`config.mk`:
```
export PLATFORM = sky130hd
export DESIGN_NAME = ram_write_sequencer
export DESIGN_NICKNAME = d
export VERILOG_FILES = /design/src/rtl/ram_write_sequencer.sv
export SDC_FILE = /design/constraint.sdc
export NUM_CORES = 2
export LEC_CHECK = 0
export CAP_MARGIN = 20
export CORE_MARGIN = 4
export CORE_UTILIZATION = 51
export DETAILED_ROUTE_END_ITERATION = 10
export PLACE_DENSITY_LB_ADDON = 0.2
export RECOVER_POWER = 100
export SLEW_MARGIN = 20
export SYNTH_ARGS = -nofsm -noshare
export SYNTH_HDL_FRONTEND = slang
export SYNTH_SLANG_ARGS = --single-unit
```
`constraint.sdc`:
```
create_clock -name clk_ram -period 2.6 [get_ports clk_ram]
set_input_delay 0.52 -clock clk_ram [delete_from_list [all_inputs] [get_ports clk_ram]]
set_output_delay 0.52 -clock clk_ram [all_outputs]
set_load 0.02 [all_outputs]
```
`src/rtl/ram_write_sequencer.sv`:
```
// Drains burst address/data CDC FIFOs into the DDR3 MIG app/wdf write ports:
// one write command plus two wdf beats per burst, with a running burst counter.
module ram_write_sequencer #(
    parameter int ADDR_WIDTH = 29,
    parameter int DATA_WIDTH = 256
) (
    input  logic                    clk_ram,
    input  logic                    rst,
    output logic                    addr_fifo_rd_en,
    input  logic [ADDR_WIDTH-1:0]   addr_fifo_rd_data,
    input  logic [7:0]              addr_fifo_rd_size,
    output logic                    data_fifo_rd_en,
    input  logic [DATA_WIDTH-1:0]   data_fifo_rd_data,
    input  logic [9:0]              data_fifo_rd_size,
    output logic                    app_en,
    output logic [2:0]              app_cmd,
    output logic [ADDR_WIDTH-1:0]   app_addr,
    input  logic                    app_rdy,
    output logic                    app_wdf_wren,
    output logic [DATA_WIDTH-1:0]   app_wdf_data,
    output logic [DATA_WIDTH/8-1:0] app_wdf_mask,
    output logic                    app_wdf_end,
    input  logic                    app_wdf_rdy,
    output logic [31:0]             burst_count,
    output logic                    busy,
    output logic [1:0]              state_dbg
);

    // Handshake: app_en/app_wdf_wren are valids that hold with stable payload until
    // the matching rdy is seen high in the same cycle; a transfer happens on valid&&rdy.
    typedef enum logic [1:0] {
        IDLE  = 2'd0,
        LOAD0 = 2'd1,
        LOAD1 = 2'd2,
        ISSUE = 2'd3
    } state_t;

    state_t                state;
    logic [DATA_WIDTH-1:0] beat0_q;
    logic [DATA_WIDTH-1:0] beat1_q;
    logic                  cmd_done;
    logic                  beat_idx;

    logic start_ok;
    logic cmd_acc;
    logic cmd_fin;
    logic wdf_acc;
    logic beats_fin;
    logic issue_exit;
    logic pop_both;

    assign start_ok   = (addr_fifo_rd_size != 8'd0) && (data_fifo_rd_size >= 10'd2);
    assign cmd_acc    = app_en && app_rdy;
    assign cmd_fin    = cmd_done || cmd_acc;
    assign wdf_acc    = app_wdf_wren && app_wdf_rdy;
    // beat1 is either being accepted now or was accepted earlier (wren already dropped)
    assign beats_fin  = beat_idx && (!app_wdf_wren || app_wdf_rdy);
    assign issue_exit = (state == ISSUE) && cmd_fin && beats_fin;

    // Pops are decoded from state so the next burst's LOAD0 follows the exit cycle directly.
    assign pop_both        = !rst && start_ok && ((state == IDLE) || issue_exit);
    assign addr_fifo_rd_en = pop_both;
    assign data_fifo_rd_en = pop_both || (!rst && (state == LOAD0));

    assign app_cmd      = 3'b000;
    assign app_wdf_mask = '0;
    assign busy         = (state != IDLE);
    assign state_dbg    = state;

    always_ff @(posedge clk_ram) begin
        if (rst) begin
            state        <= IDLE;
            beat0_q      <= '0;
            beat1_q      <= '0;
            cmd_done     <= 1'b0;
            beat_idx     <= 1'b0;
            app_en       <= 1'b0;
            app_addr     <= '0;
            app_wdf_wren <= 1'b0;
            app_wdf_data <= '0;
            app_wdf_end  <= 1'b0;
            burst_count  <= '0;
        end else begin
            case (state)
                IDLE: begin
                    if (start_ok) state <= LOAD0;
                end
                LOAD0: begin
                    app_addr <= addr_fifo_rd_data;
                    beat0_q  <= data_fifo_rd_data;
                    state    <= LOAD1;
                end
                LOAD1: begin
                    beat1_q      <= data_fifo_rd_data;
                    cmd_done     <= 1'b0;
                    beat_idx     <= 1'b0;
                    app_en       <= 1'b1;
                    app_wdf_wren <= 1'b1;
                    app_wdf_data <= beat0_q;
                    app_wdf_end  <= 1'b0;
                    state        <= ISSUE;
                end
                ISSUE: begin
                    if (cmd_acc) begin
                        app_en   <= 1'b0;
                        cmd_done <= 1'b1;
                    end
                    if (wdf_acc) begin
                        if (!beat_idx) begin
                            beat_idx     <= 1'b1;
                            app_wdf_data <= beat1_q;
                            app_wdf_end  <= 1'b1;
                        end else begin
                            app_wdf_wren <= 1'b0;
                            app_wdf_end  <= 1'b0;
                        end
                    end
                    if (issue_exit) begin
                        burst_count <= burst_count + 32'd1;
                        state       <= start_ok ? LOAD0 : IDLE;
                    end
                end
                default: state <= IDLE;
            endcase
        end
    end

endmodule

```
==> metrics.md <==
| Metric | Value |
|---|---|
| Residual DRC | `0` |
| Clk pin slew, worst setup/hold paths | `60 ps` |
| Leakage power | `15.32 nW` |
| Die H | `258.9 um` |
| CTS tree | `yes` |
| Yosys top cell by area | `dfxtp_1` |
| Seq pwr share | `0.377` |
| Final worst-path cycle share | `0.9752` |
| TNS Setup | `0 ps` |
| RR Startpoint | `state_dbg[1]` |
| Row Count | `91` |
| Ys async rst share | `0` |
| Worst r2r path cells | `6` |
| Seq/Total Area, Yosys | `0.5212` |
| Largest cells by area after synthesis | `dfxtp_1, mux2i_1, nor2_1` |
| Hold Path Cell Cnt | `2` |
| I/O pin count | `667` |
| RSZ-0062 raised after global routing | `false` |
| Number of enable flip-flop cells after synthesis | `0` |
| First-pass GRT wire length | `roughly 140 mm` |
| Slew @ Worst Pin | `1271 ps` |
| Hold_sp | `rst` |
| Critical Path Start Type | `input pin` |
| Dpl cell area | `a little under 40,000 um2` |
| Run status | `complete, no violations` |
| Yosys warning count | `0` |
| Largest net degree at the start of global routing | `219` |
| # hold bufs at CTS | `0` |
| Clock Path Buffers | `3` |
| Final setup fails | `0` |
| HPWL after DPL | `64.50 mm` |
| Mapped Cells | `3,161` |
| Sw Share | `0.3449` |
| Sink of the worst hold path | `app_addr[18]` |
| Placed Instances | `4,451` |
| WL final | `around 90 mm` |
| Layout area overhead | `30.81%` |
| Number of unique standard cell types used by synthesis | `between 40 and 50` |
| Worst EP arrival | `approximately 2000 ps` |
| Seq cells post-synth | `~840` |
| Final count of pins violating max slew | `0` |
| Vias per inst | `5.340` |
| CTS buffer count | `87` |
| Final worst setup slack | `64.41 ps` |
| Synth top area share | `0.5212` |
| Die area | `about 67,000 um2` |
| Max IR drop VDD | `approximately 0.66 mV` |
| Vias in the first global route | `between 20,000 and 30,000` |
| Wire per inst | `slightly below 20 um` |
| Core Util, Final | `0.6769` |
| Maximum capacitance violations | `0` |
| Max FO, Critical Path | `2` |
| Req. time, crit path | `approximately 2100 ps` |
| Top cells by count, synth | `dfxtp_1, nor2_1, mux2i_1, a211oi_1, clkbuf_1` |
| Initial Utilization | `0.5175` |
| Synth Area per Inst | `10.16 um2` |
| Routed Antenna Nets | `0` |
| Clock latency on the worst-skew pair | `620 ps` |
| Initial antenna violation count | `39` |
| Worst Setup SP | `addr_fifo_rd_size[1]` |
| Clock root buffer | `clkbuf_16` |
| FF-to-FF setup slack | `150 ps` |
| Number of H-tree levels | `3` |
| Setup WS pre-CTS | `-643.9 ps` |
| P_int | `30.91 mW` |
| Ys flop type | `dfxtp_1` |
| Number of clock sinks | `836` |
| Clk pwr share | `0.264` |
| Hold Violations, Final | `0` |
| Max-slew headroom at the worst pin | `0.1525` |
| DR vias | `between 20,000 and 25,000` |
| Tot Pwr | `47.19 mW` |
| Non-filler cells, final | `4,639` |
| Nets | `4,021` |
| GR Util All Layers | `0.2629` |
| Fmax | `just under 400 MHz` |
| Worst Skew | `20.02 ps` |
| Iter 0 DRT Violations | `roughly 1,100` |
| Post-layout min period | `2536 ps` |
| Gate power share | `0.358` |
| P per Cell Area | `1123 nW/um2` |
| Netlist area before placement | `roughly 32,000 um2` |
| Most common cell in the netlist | `dfxtp_1` |
| Sw Pwr | `16.28 mW` |
| First-pass detailed-route iteration total | `5` |
| Critical path type | `in -> out` |
| GPL Wtd Cong | `0.8346` |
| Share of cells above drive strength 1 | `0.05859` |
| DIE WIDTH | `approximately 260 um` |
| PortBufs | `630` |
| RR Endpoint | `beat0_q[201]` |
| Area of the core | `62,050 um2` |
| Worst Hold Class | `in -> reg` |
| Hold Worst Slack | `roughly 230 ps` |
| Crit path capture type | `primary output` |
| Total congestion overflow | `0` |
| Final instance area | `roughly 42,000 um2` |
worst max-delay path by stage:
stage	endpoint	slack, ps	cells after the start
after detailed placement	addr_fifo_rd_en	-640	8
after CTS	data_fifo_rd_en	10	9
after floorplan	data_fifo_rd_en	110	7
after global routing	beat1_q[244]	10	6
after global placement	addr_fifo_rd_en	-660	8
final	data_fifo_rd_en	60	8
sequential cells by signal, summed over array words and instances (netlist names):
name and count:
beat_idx 1, beat1_q 256, burst_count 32, app_wdf_wren 1
app_en 1, app_wdf_data 256, app_addr 29, beat0_q 256
state_dbg 2, app_wdf_end 1, cmd_done 1
metal layers:
metal	vias up	global-route usage	wire length, um
li1	12000	-	-
met1	11930	0.2950	35060
met2	639	0.4593	45910
met3	177	0.07726	6804
met4	18	0.1250	3835
met5	-	0	115
power groups by stage:
stage / sequential [mW] / clock (mW) / combinational (mW)
detailed placement: 18.1 / 0 / 17.8
finish: 17.8 / 12.5 / 16.9
floorplan: 19.6 / 0 / 9.23
CTS: 17.9 / 12.7 / 18.0
global placement: 17.9 / 0 / 17.3
global route: 18.1 / 13.3 / 18.3
kinds of logic after synthesis:
logic type / Yosys count / synth area share
other cells: 1 / 0.0001168
compound gates: 304 / 0.06830
xor+xnor: 16 / 0.004364
simple gates: 913 / 0.1142
flops: 836 / 0.5212
fa+ha+maj: 6 / 0.002338
mux: 797 / 0.2484
buf+inv: 288 / 0.04111
area by class of cell:
type	count	area, um2
multi-input cells	2071	14260
clock inverters	21	295.3
fillers	4733	20050
diodes	30	75.07
clock buffers	132	2616
inverters	10	37.54
flip-flops and latches	836	16740
well taps	837	1047
repair buffers	702	6939
cells in the final DEF, fill, tap and decap left out, types with 6 or more instances in the layout:
cell type / count
diode_2: 30
clkdlybuf4s50_1: 293
buf_12: 14
a21oi_1: 21
nand4_1: 11
xnor2_1: 6
clkbuf_1: 31
clkbuf_16: 87
nor2_1: 823
nand2_1: 16
clkbuf_2: 13
clkbuf_4: 11
nand3_1: 16
dfxtp_1: 834
o21ai_0: 14
dlygate4sd2_1: 7
a211oi_1: 257
dlygate4sd3_1: 322
buf_4: 21
inv_1: 10
bufinv_16: 6
xor2_1: 10
clkbuf_8: 27
conb_1: 35
mux2i_1: 797
clkinv_2: 8
or3_1: 10
critical path, cell delays in order:
cell,delay [ps]
clkdlybuf4s50_1,400
or4_4,540
nor2_4,110
nor2_2,60
o21ai_2,60
buf_4,130
a21oi_4,50
buf_6,140
timing repair:
item | in CTS | in global routing
gates resized for setup | 31 | 8
pin swaps | 6 | 7
endpoints found under the setup margin | 3 | 2
setup buffers | 2 | 4
Power figures use the tool's default switching activity.
